===== src/rtl/uart_op_responder.sv =====
// rtl/uart_op_responder.sv - UART operand collector and result responder
// Define CHECKSUM_BYTE_EN to append op_a^op_b^result after the result byte.
module uart_op_responder #(
  parameter int TIMEOUT_CYCLES = 100000,
  parameter int CNT_W          = 17
) (
  input  logic       clk,
  input  logic       reset,
  input  logic       rx_done,
  input  logic [7:0] rx_data,
  output logic [7:0] op_a,
  output logic [7:0] op_b,
  output logic       op_valid,
  input  logic       res_valid,
  input  logic [7:0] res_data,
  output logic       tx_en,
  output logic [7:0] tx_data,
  input  logic       tx_done,
  output logic       busy,
  output logic       done_flag,
  output logic       timeout_err
);

  typedef enum logic [2:0] {
    IDLE,
    WAIT_B,
    ISSUE,
    WAIT_RES,
    SEND
`ifdef CHECKSUM_BYTE_EN
    , SEND_CK
`endif
  } state_t;

  state_t           r_state;
  state_t           w_next;
  logic [CNT_W-1:0] r_cnt;
  logic [7:0]       r_op_a;
  logic [7:0]       r_op_b;
  logic [7:0]       r_tx_data;
  logic             r_op_valid;
  logic             r_tx_en;
  logic             r_done_flag;
  logic             r_timeout_err;
  logic             w_cnt_last;
  logic             w_load_a;
  logic             w_load_b;
  logic             w_timeout;
  logic             w_load_res;
  logic             w_load_ck;
  logic             w_finish;

  assign w_cnt_last = (r_cnt == CNT_W'(TIMEOUT_CYCLES - 1));

  always_ff @(posedge clk or negedge reset) begin
    if (!reset) r_state <= IDLE;
    else        r_state <= w_next;
  end

  always_comb begin
    w_next     = r_state;
    w_load_a   = 1'b0;
    w_load_b   = 1'b0;
    w_timeout  = 1'b0;
    w_load_res = 1'b0;
    w_load_ck  = 1'b0;
    w_finish   = 1'b0;
    case (r_state)
      IDLE: if (rx_done) begin
        w_load_a = 1'b1;
        w_next   = WAIT_B;
      end
      // A byte arriving on the last allowed cycle still completes the frame.
      WAIT_B: if (rx_done) begin
        w_load_b = 1'b1;
        w_next   = ISSUE;
      end else if (w_cnt_last) begin
        w_timeout = 1'b1;
        w_next    = IDLE;
      end
      ISSUE: w_next = WAIT_RES;
      WAIT_RES: if (res_valid) begin
        w_load_res = 1'b1;
        w_next     = SEND;
      end
      SEND: if (tx_done) begin
`ifdef CHECKSUM_BYTE_EN
        w_load_ck = 1'b1;
        w_next    = SEND_CK;
`else
        w_finish  = 1'b1;
        w_next    = IDLE;
`endif
      end
`ifdef CHECKSUM_BYTE_EN
      SEND_CK: if (tx_done) begin
        w_finish = 1'b1;
        w_next   = IDLE;
      end
`endif
      default: w_next = IDLE;
    endcase
  end

  always_ff @(posedge clk or negedge reset) begin
    if (!reset) begin
      r_cnt         <= '0;
      r_op_a        <= 8'h00;
      r_op_b        <= 8'h00;
      r_tx_data     <= 8'h00;
      r_op_valid    <= 1'b0;
      r_tx_en       <= 1'b0;
      r_done_flag   <= 1'b0;
      r_timeout_err <= 1'b0;
    end else begin
      r_op_valid <= (r_state == ISSUE);
      if (r_state == WAIT_B) r_cnt <= r_cnt + CNT_W'(1);
      if (w_load_a) begin
        r_op_a        <= rx_data;
        r_done_flag   <= 1'b0;
        r_timeout_err <= 1'b0;
        r_cnt         <= '0;
      end
      if (w_load_b)  r_op_b        <= rx_data;
      if (w_timeout) r_timeout_err <= 1'b1;
      if (w_load_res) begin
        r_tx_data <= res_data;
        r_tx_en   <= 1'b1;
      end
      // tx_data still holds the result here, so it folds into the checksum.
      if (w_load_ck) r_tx_data <= r_op_a ^ r_op_b ^ r_tx_data;
      if (w_finish) begin
        r_tx_en     <= 1'b0;
        r_done_flag <= 1'b1;
      end
    end
  end

  assign op_a        = r_op_a;
  assign op_b        = r_op_b;
  assign op_valid    = r_op_valid;
  assign tx_en       = r_tx_en;
  assign tx_data     = r_tx_data;
  assign busy        = (r_state != IDLE);
  assign done_flag   = r_done_flag;
  assign timeout_err = r_timeout_err;

endmodule


===== config.mk =====
export PLATFORM = sky130hd
export DESIGN_NAME = uart_op_responder
export DESIGN_NICKNAME = d
export VERILOG_FILES = /design/src/rtl/uart_op_responder.sv
export SDC_FILE = /design/constraint.sdc
export NUM_CORES = 1
export LEC_CHECK = 0
export ABC_AREA = 1
export CORE_MARGIN = 3
export CORE_UTILIZATION = 45
export DETAILED_ROUTE_END_ITERATION = 6
export PLACE_DENSITY = 0.72
export SKIP_CTS_REPAIR_TIMING = 1
export SLEW_MARGIN = 0
export SYNTH_ARGS = -nofsm -noshare
export SYNTH_HDL_FRONTEND = slang
export SYNTH_SLANG_ARGS = --single-unit

===== constraint.sdc =====
create_clock -name clk -period 2.2 [get_ports clk]
set_clock_uncertainty 0.15 [all_clocks]
set_input_delay 0.44 -clock clk [delete_from_list [all_inputs] [get_ports clk]]
set_output_delay 0.44 -clock clk [all_outputs]
set_load 0.01 [all_outputs]

-- Yosys cells after proc, flatten, opt, wreduce, memory -nomap -nowiden
Index checks and enable logic that the tools add are counted.
- register bits after elaboration: 48
- output and inout bits: 29
- word-level logic and storage cells: 49
- $add $sub $neg: 1
- eq/ne operators: 9
- multiplexer cells: 23
- reduce and logical (&&, ||, !) cells: 7
- operators with widths (cell ; count):
    $mux W17 ; 2
    $add A17 B1 Y17 const B ; 1
    $eq A17 B17 Y1 const B ; 1
    $mux W1 ; 15
    $mux W3 ; 5
    $pmux W3 S5 ; 1
    $reduce_bool A2 Y1 ; 4
    $eq A3 B2 Y1 const B ; 2
    $ne A2 B2 Y1 const B ; 3
    $reduce_and A4 Y1 ; 1
    $eq A3 B1 Y1 const B ; 1
    $eq A3 B3 Y1 const B ; 1
    $logic_not A3 Y1 ; 1
    $ne A3 B3 Y1 const B ; 1
    $reduce_bool A3 Y1 ; 1

-- Depth between registers and ports, before layout
- word-level depth: 5
- mapped depth: 10
- gate-level depth less buffers: 10

-- Least setup slack after synthesis
Ideal clock, no wire load.
- path type: reg-to-reg
- start: register r_cnt[0]
- end: register r_state[0]
- library setup time: 0.117 ns
- data arrival time: 1.175 ns
- required time: 1.933 ns
- setup slack: 0.758 ns
- stages on the path, launching flop included: 11
- buffers on the path: 0
- clock period less this slack: 1.442 ns
- path through: dfrtp_1 -> ha_1 -> inv_1 -> nor2_1 -> nand2_1 -> nor2_1 -> nand2_1 -> nand2_1 -> nand2_1 -> nand2_1 -> nand2_1
- longest elaborated chain between the ends: 3
- ends and longest elaborated chain (element ; RTL line ; text):
    start: declaration ; 37 ; logic [CNT_W-1:0] r_cnt;
    start signal: assignment ; 117 ; if (r_state == WAIT_B) r_cnt <= r_cnt + CNT_W'(1);
    $eq A17 B17 Y1 ; 53 ; assign w_cnt_last = (r_cnt == CNT_W'(TIMEOUT_CYCLES - 1));
    $ne A3 B3 Y1 (no source line) ; -- ;
    $reduce_and A4 Y1 (no source line) ; -- ;
    end signal: assignment ; 57 ; else r_state <= w_next;
    end: declaration ; 35 ; state_t r_state;
No other way between the ends.
A chain may end at the register's enable or synchronous reset.

-- Worst setup path after layout
- start: register r_state[0]
- end: output busy
- longest elaborated chain between the ends: 1
- ends and longest elaborated chain (element ; RTL line ; text):
    $reduce_bool A3 Y1 ; 144 ; assign busy = (r_state != IDLE);
    end: declaration ; 19 ; output logic busy,
No other way between the ends.

==> flow_metrics.py <==
metrics = {
    "status": {
        "outcome": "finished, final reports clean",
    },
    "worst_setup_path": {
        "cp.arrival_ps": 1510,
        "cp-end-kind": "output pin",
        "critPathSlowestCell": "clkdlybuf4s50_1",
        "reg2reg_from": "r_cnt[0]",
        "crit_chain": "nor2_2 > nand2_1 > clkdlybuf4s50_1",
        "crit_type": "flop to output pin",
        "critical_path.max_stage_delay_ps": 490,
        "cp_data_required_time_ps": 1610,
        "rr_endpoint": "r_state[0]",
        "r2r_cells": 10,
        "cp_max_fo": 5,
        "worstSetupStartpointType": "flop",
        "crit_family": "buffers and inverters",
        "reg2reg_slack_ps": 530,
        "crit_buf_inv": 1,
    },
    "power_and_ir_drop": {
        "pwr-share-comb": 0.430,
        "p_sw_w": 0.001220,
        "power.internal_w": 0.002049,
        "pwr-share-clk": 0.156,
        "peakVddDrop_mv": 0.6634,
        "leakagePower_nw": 1.504,
        "p_per_area_nw_per_um2": 1083,
        "swShare": 0.3732,
        "finalPower_w": 0.003270,
        "pwr-share-seq": 0.414,
    },
    "routing": {
        "wl_met2_um": 2256,
        "drtAntennaViolNets": 0,
        "via_count": 2052,
        "top_layer_used": "met4",
        "first_pass_iters": 4,
        "vias_per_cell": 4.851,
        "wl_met3_um": 376,
        "drt-total-wl_um": 5123,
        "route.detailed.drc": 0,
        "wl_per_cell_um": 12.11,
        "drtIter0Drc": 113,
        "wirelength_met1_um": 2417,
    },
    "timing": {
        "drv_slew": 0,
        "slew_headroom": 0.7286,
        "layout_setup_ws_ps": 100.4,
        "min_period_ps": 2100,
        "rsz0062_at_grt": "no",
        "finalHoldViolCount": 0,
        "max_freq_mhz": 476.3,
        "worst_slew_pin_slew_ps": 407.1,
        "setup_tns_ps": 0,
        "setup_viol": 0,
        "fin_crit_sh": 0.9544,
    },
    "grt": {
        "grt_pass1_wl_um": 9045,
        "grt_start_max_net_pins": 31,
        "grt.overflow.total": 0,
        "grt_pass1_vias": 1968,
        "antenna_found_initial": 0,
        "grt_usage": 0.1836,
    },
    "floorplanning": {
        "ios": 50,
        "die_h_um": 78.15,
        "initial_utilization": 0.4800,
        "rows": 25,
        "die_w_um": 78.15,
        "fp.coreArea_um2": 4880,
        "dieArea_um2": 6107,
    },
    "synthesis": {
        "syn_nets": 321,
        "yosysSeqAreaShare": 0.5128,
        "synth_area_um2": 2342,
        "syn_avg_cell_area_um2": 7.834,
        "yosys_warnings": 0,
        "syn_inst": 299,
        "synth_cell_types": 26,
        "synth_seq_cells": 48,
    },
    "cells_and_area": {
        "utilization": 0.6187,
        "antennaDiodeCount": 0,
        "synthToLayoutAreaGrowth_pct": 28.90,
        "nets": 378,
        "final_layout_size_suffix_gt1_frac": 0.08708,
    },
    "cts": {
        "cts_buffers": 5,
        "cts_buffer_depth": 2,
        "htreeDepth": 2,
        "clock-sinks": 48,
        "clock_tree.root_cell": "clkbuf_8",
        "cts.clk_slew.worst_paths_ps": 90,
        "cts_tree": "built",
        "insertion_delay_ps": 300,
    },
    "place": {
        "gp_congestion": 0.8281,
        "numPortBuffers": 49,
        "dpl.hpwl_um": 3745,
        "dp_slack_ps": 331.7,
    },
    "worst_hold_path": {
        "holdPathStages": 2,
        "holdPathEnd": "done_flag",
        "hold_path.class": "flop to flop",
        "hp-start": "done_flag",
    },
    "run": {
        "maxCapViolCount": 0,
    },
}
## power groups by stage
| stage | registers, W | clock network (W) | logic [W] |
|---|---|---|---|
| after detailed placement | 0.00135 | 0 | 0.00142 |
| after floorplan | 0.00145 | 0 | 0.000631 |
| final | 0.00135 | 0.000510 | 0.00141 |
| after global routing | 0.00139 | 0.000562 | 0.00157 |
| after CTS | 0.00135 | 0.000533 | 0.00142 |
| after global placement | 0.00136 | 0 | 0.00139 |
## placed cells by master, fill, tap and decap left out, types with 2 or more instances in the layout
cell / Yosys / final
nand3_2: 3 / 3
nand3_1: 9 / 9
nor3_4: 2 / 2
nand4_1: 10 / 10
nor3_1: 3 / 3
nor2_4: 3 / 3
buf_4: 1 / 3
inv_1: 35 / 34
nand2_1: 107 / 107
nor2_2: 2 / 3
clkdlybuf4s50_1: 0 / 48
inv_2: 4 / 5
nor2_1: 34 / 33
o21ai_0: 12 / 12
o21ai_1: 8 / 8
clkbuf_8: 0 / 5
a21oi_1: 6 / 6
dfrtp_1: 48 / 48
nand2_2: 2 / 2
## final cells by class
class,instances,area (µm²)
clock buffer,5,68.82
clock inverter,2,12.51
fill,467,1861
inverter,39,146.4
multi-input combinational,208,968.4
sequential,48,1201
tap,67,83.83
timing repair buffer,54,538.0
## synthesized netlist by cell type, drive strengths merged
master	number	area, µm²
nand4	10	62.56
inv	39	146.4
a22o	1	8.760
a31oi	1	6.260
a21oi	6	30.03
o21ai	20	100.1
o21bai	1	7.510
nand3	12	75.07
dfrtp	48	1201
nor3	5	47.54
nand2	110	425.4
ha	1	12.51
buf	4	28.78
nor2	39	173.9
nor3b	1	7.510
xor2	1	8.760
## logic make-up (layout without fill, tap and decap cells)
logic type               count (synthesis)  after routing  share of synthesized area
AO/OA/AOI/OAI                           29             29                    0.06518
adder cells (fa/ha/maj)                  1              1                   0.005341
buffers and inverters                   43            100                    0.07479
XOR/XNOR                                 1              1                   0.003740
AND/OR/NAND/NOR                        177            177                     0.3381
flip-flops                              48             48                     0.5128
## routing by layer
metal / vias up / GRT usage
met1: 942 / 0.2374
met5: - / 0
met3: 8 / 0.06078
met4: 0 / 0.06294
li1: 1050 / -
met2: 52 / 0.2894
## how the worst max path moves through the flow
stage                          start    endpoint  slack, ps  cells past startpoint
final                     r_state[0]        busy        100                      3
after global routing      r_state[0]        busy         30                      3
after CTS                 r_state[1]        busy         10                      3
after detailed placement     rx_done    r_cnt[7]        330                      5
after global placement       rx_done    r_cnt[7]        380                      5
after floorplan             r_cnt[0]  r_state[0]        760                     10
## flip-flops by register name, indices dropped and copies added, names as in the netlist
signal       cells
r_cnt           17
op_a             8
op_b             8
tx_data          8
r_state          3
done_flag        1
op_valid         1
timeout_err      1
tx_en            1
## through the flow
| step | hold slack (ps) | instance area (µm²) | cells |
|---|---|---|---|
| 2_1_floorplan | -5.591 | 2342 | 299 |
| 3_3_place_gp | 242.8 | 2925 | 415 |
| 3_5_place_dp | 243.1 | 2925 | 415 |
| 4_1_cts | -97.78 | 3007 | 422 |
| 5_1_grt | 353.2 | 3019 | 423 |
| 6_report | 332.5 | 3019 | 423 |
## worst register-to-register path: stages, from the launching register on
cell,delay [ps]
dfrtp_1,420
ha_1,230
inv_1,70
nor2_1,150
nand2_1,70
nor2_1,170
nand2_1,70
nand2_1,80
nand2_1,50
nand2_1,50
nand2_1,50
Note: power is estimated with default switching activity, not from simulation.
